--- src/rtl/wire_toggle_tx.sv ---
// wire_toggle_tx: transmitting end of the toggle-wire link.
// Queues trigger requests and turns them into single level changes of
// wire_out, at most one per logic frame (frames are bounded by logic_reset).
//
//   state | meaning
//   ------+-----------------------------------------------------------
//   IDLE  | armed, nothing pending
//   FIRE  | armed, pending > 0; wire_out toggles on the next edge
//   HOLD  | already toggled this frame, waiting for logic_reset
module wire_toggle_tx #(
    parameter int   CNT_W      = 4,
    parameter logic INIT_LEVEL = 1'b0
) (
    input  logic             clk,
    input  logic             rst_n,
    input  logic             logic_reset,
    input  logic             trig_valid,
    output logic             trig_ready,
    output logic             wire_out,
    output logic             fired,
    output logic [CNT_W-1:0] pending,
    output logic             armed
);

    typedef enum logic [1:0] {
        IDLE = 2'd0,
        FIRE = 2'd1,
        HOLD = 2'd2
    } state_t;

    localparam logic [CNT_W-1:0] PEND_MAX = '1;
    localparam logic [CNT_W-1:0] PEND_ONE = {{(CNT_W-1){1'b0}}, 1'b1};

    state_t           r_state;
    state_t           w_state_nxt;
    logic             r_wire;
    logic             r_fired;
    logic [CNT_W-1:0] r_pending;
    logic [CNT_W-1:0] w_pending_nxt;
    logic             w_fire_now;
    logic             w_ready;
    logic             w_accept;

    // Handshake and counter update; ready looks only at registered state so a
    // full queue still accepts in the cycle it drains one entry.
    always_comb begin
        w_fire_now    = (r_state == FIRE);
        w_ready       = (r_pending != PEND_MAX) || w_fire_now;
        w_accept      = trig_valid && w_ready;
        w_pending_nxt = r_pending;
        if (w_accept && !w_fire_now) begin
            w_pending_nxt = r_pending + PEND_ONE;
        end else if (!w_accept && w_fire_now) begin
            w_pending_nxt = r_pending - PEND_ONE;
        end
    end

    // Next-state logic; logic_reset only matters while holding.
    always_comb begin
        w_state_nxt = r_state;
        case (r_state)
            IDLE: begin
                if (w_accept) begin
                    w_state_nxt = FIRE;
                end
            end
            FIRE: begin
                w_state_nxt = HOLD;
            end
            HOLD: begin
                if (logic_reset) begin
                    w_state_nxt = (w_pending_nxt != '0) ? FIRE : IDLE;
                end
            end
            default: begin
                w_state_nxt = IDLE;
            end
        endcase
    end

    // State, counter and wire level registers; reset discards queued requests.
    always_ff @(posedge clk) begin
        if (!rst_n) begin
            r_state   <= IDLE;
            r_wire    <= INIT_LEVEL;
            r_fired   <= 1'b0;
            r_pending <= '0;
        end else begin
            r_state   <= w_state_nxt;
            r_wire    <= r_wire ^ w_fire_now;
            r_fired   <= w_fire_now;
            r_pending <= w_pending_nxt;
        end
    end

    assign trig_ready = w_ready;
    assign wire_out   = r_wire;
    assign fired      = r_fired;
    assign pending    = r_pending;
    assign armed      = (r_state != HOLD);

endmodule
--- config.mk ---
export PLATFORM = sky130hd
export DESIGN_NAME = wire_toggle_tx
export DESIGN_NICKNAME = d
export VERILOG_FILES = /design/src/rtl/wire_toggle_tx.sv
export SDC_FILE = /design/constraint.sdc
export NUM_CORES = 1
export LEC_CHECK = 0
export ABC_CLOCK_PERIOD_IN_PS = 1400
export CAP_MARGIN = 10
export CORE_AREA = 5 5 42 44
export CTS_BUF_LIST = sky130_fd_sc_hd__clkbuf_8
export CTS_CLUSTER_DIAMETER = 40
export DETAILED_ROUTE_END_ITERATION = 16
export DIE_AREA = 0 0 47 49
export PLACE_DENSITY_LB_ADDON = 0.2
export SLEW_MARGIN = 10
export SYNTH_ARGS = -nofsm -noshare
export SYNTH_HDL_FRONTEND = slang
export SYNTH_SLANG_ARGS = --single-unit
--- constraint.sdc ---
create_clock -name clk -period 1.4 [get_ports clk]
set_clock_uncertainty 0.05 [all_clocks]
set_input_delay 0.21 -clock clk [delete_from_list [all_inputs] [get_ports clk]]
set_output_delay 0.21 -clock clk [all_outputs]
set_load 0.05 [all_outputs]
; ---- After elaboration in Yosys (flattened, before gate mapping)
; Cells that the tools add are included.
[op_classes]
mux = 6
reduce_logical = 9
bitwise = 1
addsub = 2
n_eq_ne = 6
[op_table]
columns = op, count
row1 = $mux 4, 2
row2 = $ne 2x2->1 const B, 3
row3 = $pmux 2 s3, 1
row4 = $add 4x1->4 const B, 1
row5 = $mux 2, 2
row6 = $ne 4x4->1 const B, 1
row7 = $reduce_bool 4->1, 1
row8 = $sub 4x1->4 const B, 1
row9 = $logic_and 1x1->1, 3
row10 = $eq 2x1->1 const B, 1
row11 = $eq 2x2->1 const B, 1
row12 = $logic_not 1->1, 2
row13 = $logic_not 2->1, 1
row14 = $reduce_and 2->1, 1
row15 = $logic_or 1x1->1, 1
row16 = $mux 1, 1
row17 = $xor 1x1->1, 1
[word_totals]
in_bits = 4
output_inout_bits = 8
register_bits = 8
elab_cells = 28

; ---- Depth between registers and ports, before layout
[depth]
word_depth = 11
ltp_mapped = 6
depth_no_buf = 6

; ---- Worst setup path after synthesis
; OpenSTA, ideal clock, no wires.
[synth_timing]
kind = reg2out
from = register r_pending[1] (netlist: pending[1])
to = output port trig_ready
required_time_ns = 1.140
slack_ns = -0.372
path_stages_with_launch = 4
t_arrival_ns = 1.512
path_buffers = 0
cell_sequence = dfxtp_1 > ha_1 > nand3_1 > nand2b_1
[synth_between]
elab_chain_len = 2
[synth_lines]
columns = element, line
row1 = start: declaration, 38  ; logic [CNT_W-1:0] r_pending;
row2 = start signal: assignment, 92  ; r_pending <= w_pending_nxt;
row3 = $ne 4x4->1, 48  ; w_ready = (r_pending != PEND_MAX) || w_fire_now;
row4 = $logic_or 1x1->1, 48
row5 = end: declaration, 18  ; output logic trig_ready,
; No other way between the ends.

; ---- Worst setup path after layout
[layout_timing]
from = register r_pending[1] (netlist: pending[1])
to = register r_state[0]
[layout_between]
elab_chain_len = 11
word_cells_on_any_way = 16
cone_classes = add/sub (2) / eq/ne (2) / mux (5) / reduce/logical (7)
[layout_lines]
columns = element, line
row1 = $ne 4x4->1, 48
row2 = $logic_or 1x1->1, 48
row3 = $logic_and 1x1->1, 49  ; w_accept = trig_valid && w_ready;
row4 = $logic_not 1->1, 53  ; end else if (!w_accept && w_fire_now) begin
row5 = $logic_and 1x1->1, 53
row6 = $mux 4, 53
row7 = $mux 4, 51  ; if (w_accept && !w_fire_now) begin
row8 = $reduce_bool 4->1, 72  ; w_state_nxt = (w_pending_nxt != '0) ? FIRE : IDLE;
row9 = $mux 1, 72
row10 = $mux 2, 71  ; if (logic_reset) begin
row11 = $pmux 2 s3, 61  ; case (r_state)
row12 = end signal: assignment, 89  ; r_state <= w_state_nxt;
row13 = end: declaration, 34  ; state_t r_state;
; Parallel ways exist; a longest one is shown, timed or not. The select of a mux whose other input is x is not followed.
; A chain may end at the register's enable or synchronous reset.

==> impl_results.md <==
- Result of the run: complete, but fails checks
- Violations in the final reports: setup timing
- Worst r2r path cells: 5
- Final cycle utilization of the critical path: 1.05
- Max stage delay on crit path: 400 ps
- Number of nets in the layout: 88
- Post-synthesis sequential area ratio: 0.357
- Type of the worst setup path: reg -> reg
- Number of max-cap violations: 0
- Combinational power share: 0.396
- Crit path setup slack, layout: -63.4 ps
- CTS root buffer: clkbuf_8
- Peak supply drop: 0.777 mV
- Cell breakdown of the critical path: inv_4, ha_4, or3b_4, a31oi_4, a41oi_2
- Most instantiated library cell after synthesis: nor2_1
- Fillcell total: 117
- Count of nets left with antenna violations after detail routing: 0
- Inserted Clock Buffers: 3
- Placer congestion estimate: 0.711
- Overall routed net length: 1260 um
- Flip-flop and latch area: 170 um^2
- Prevailing post-synth register cell: dfxtp_1
- Cells after DPL: 90
- I/O Buffers: 11
- Most area-consuming cells after synthesis: dfxtp_1 36%, nor2_1 8.4%, ha_1 5.6%
- Critical path endpoint category: flop
- Share of synthesized flip-flops with an asynchronous set or reset: 0
- Total internal power: 641 uW
- Synthesized instance count: 57
- Vias: 484
- Proportion of total power due to net switching: 0.330
- FF+latch count, synth: 8
- Detailed Place HPWL: 847 um
- Overall track demand over capacity in global routing: 0.135
- Number of antenna violations at the first check in global routing: 0
- Footprint of the multi-input gates: 357 um^2
- Diodes inserted: 0
- Areal power density over the cells: 1100 nW/um^2
- DRC viols: 0
- Net switching power: 316 uW
- Category of the worst setup path launch point: flop
- Reg-to-reg critical path endpoint: r_state[0]$_SDFFE_PN0P_
- Fin crit period: 1460 ps
- Endpoint of the worst setup timing path: r_state[0]$_SDFFE_PN0P_
- Total nets after synthesis: 63
- Required time of the worst setup path: 1450 ps
- Placement row count: 14
- 1st-iter DRT viols: 2
- Part of the total power dissipated in sequential elements: 0.308
- Critical-path cell with the highest stage delay: or3b_4
- Timing-limited maximum frequency: 0.683 GHz
- Leakage power summed over all cells: 0.348 nW
- Biggest fanout along the worst timing path: 4
- Slew Limit Fails: 0
- Worst-skew pair later-pin latency: 230 ps
- Yosys top cell area share: 0.357
- Number of top-level design ports: 12
- Per-cell via count in the routed design: 4.99
- CTS tree: built
- Synth top cells by count: 10 x nor2_1, 8 x dfxtp_1, 5 x nand3_1, 4 x nand2_1
- Area growth, synth to finish: 94.2%
- Total setup violations reported at the end of the flow: 2
- Via count of the first global-routing pass: 512
- CTS H-tree lvls: 1
- Starting Density: 0.321
- Startpoint of the most critical register-to-register path: pending[1]$_SDFF_PN0_
- Syn avg cell area: 7.88 um^2
- Min-delay worst type: reg -> reg
- Total count of hold-check failures in the final report: 0
- Total number of clock tree sinks: 8
- Utilization after layout: 0.622
- Number of warnings printed during yosys synthesis: 0
- Core ar.: 1400 um^2
- Pin count of the biggest net entering global routing: 11
- Bufs on Longest Clock Path: 2
- Filler-free cell count of the finished design: 97
- Die H: 49 um
- Setup repair after global routing missed its margin: yes
- Clock group share of total power: 0.296
- Count of flip-flops with a built-in enable after synthesis: 0
- Data arrival time of the critical path: 1510 ps
- Total global routing overflow: 0
- Least-Margin Pin Slew: 232 ps
- Clock transition time at the flip-flop clock pins of the worst setup and hold paths: 40 ps
- Slew Limit Headroom: 0.845
- Cell type with the largest total area after synthesis: dfxtp_1
- Setup slack on the worst flop-to-flop path: -60 ps
- Routed wire per std cell: 13.0 um
- Die Width: 47 um
- Critical path launch point: pending[1]$_SDFF_PN0_
- 1st-pass router iterations: 3
- Number of distinct standard cells referenced by the synthesized netlist: 25
- Netlist Area Pre-Place: 449 um^2
- Die area: 2300 um^2
- Fraction of final layout cells sized beyond drive strength 1: 0.481
- Wire length of the first global-routing pass: 2260 um
-- registers in the layout, summed over array words and instances, names as in the netlist --
register and flops:
wire_out 1, r_state 2, fired 1, pending 4
-- worst min-delay path by stage --
stage,cells after the start,from,endpoint
after floorplan,2,rst_n,r_state[0]$_SDFFE_PN0P_
after global placement,2,pending[0]$_SDFF_PN0_,pending[0]$_SDFF_PN0_
after detailed placement,2,pending[0]$_SDFF_PN0_,pending[0]$_SDFF_PN0_
after CTS,2,wire_out$_SDFF_PN0_,wire_out$_SDFF_PN0_
after global routing,2,r_state[1]$_SDFFE_PN0P_,r_state[0]$_SDFFE_PN0P_
final,2,r_state[1]$_SDFFE_PN0P_,r_state[0]$_SDFFE_PN0P_
-- stage by stage --
step	cell area [um^2]	setup TNS (ps)	hold slack (ps)	setup WS, ps	power (mW)
after global placement	709	-406	475	-191	0.602
final	872	-94.7	522	-63.4	0.958
after global routing	872	-248	555	-103	1.01
after floorplan	462	-47.3	304	-47.3	0.453
after CTS	853	-96.3	531	-48.8	0.956
after detailed placement	709	-506	494	-225	0.605
-- cells by family after synthesis --
| group | synth area share |
|---|---|
| compound gates | 0.153 |
| xor+xnor | 0.0390 |
| fa+ha+maj | 0.0557 |
| buf+inv | 0.0474 |
| flops | 0.357 |
| simple gates | 0.348 |
-- cell type report --
class                           instances  share of cell area
Clock buffer                            3              0.0473
Clock inverter                          1             0.00430
Inverter                                3              0.0187
Multi-Input combinational cell         44               0.409
Sequential cell                         8               0.195
Tap cell                               16              0.0230
Timing Repair Buffer                   22               0.303
-- critical path, delay by kind of cell, from the launching register on --
kind | cells | cell delay [ps]
simple gates | 1 | 400
flops | 1 | 360
compound gates | 2 | 340
fa+ha+maj | 1 | 110
buf+inv | 1 | 60
-- layer usage --
| metal | vias up | part of all wire | GRT usage | wire (um) |
|---|---|---|---|---|
| met2 | 10 | 0.50 | 0.210 | 633 |
| met4 | 0 | 0.0095 | 0.0922 | 12 |
| met3 | 2 | 0.048 | 0.0369 | 61 |
| li1 | 248 | - | - | - |
| met5 | - | 0 | 0 | 0 |
| met1 | 224 | 0.44 | 0.152 | 555 |
-- power groups by stage --
stage	logic [mW]	registers, mW	clock network, mW
after floorplan	0.107	0.345	0
after global placement	0.314	0.288	0
after detailed placement	0.316	0.289	0
after CTS	0.369	0.294	0.293
after global routing	0.409	0.300	0.304
final	0.379	0.295	0.284
-- cells in the final DEF (no fill, tap or decap), types with 2 or more instances in the layout --
cell type / count
a21oi_1: 2
buf_12: 7
buf_4: 11
clkbuf_8: 3
clkdlybuf4s50_1: 3
dfxtp_1: 4
dfxtp_2: 2
dfxtp_4: 2
ha_4: 2
inv_1: 2
inv_4: 2
nand2_1: 4
nand2b_4: 2
nand3_1: 4
nand4b_1: 2
nor2_1: 10
o21ai_0: 2
-- what timing repair did --
item | in CTS | in global routing
hold buffers | 0 | 0
endpoints found under the setup margin | 3 | 5
resized for setup | 14 | 4
pin swaps | 4 | 2
setup buffers | 3 | 0
No activity file was read; power rests on OpenSTA's default activity.
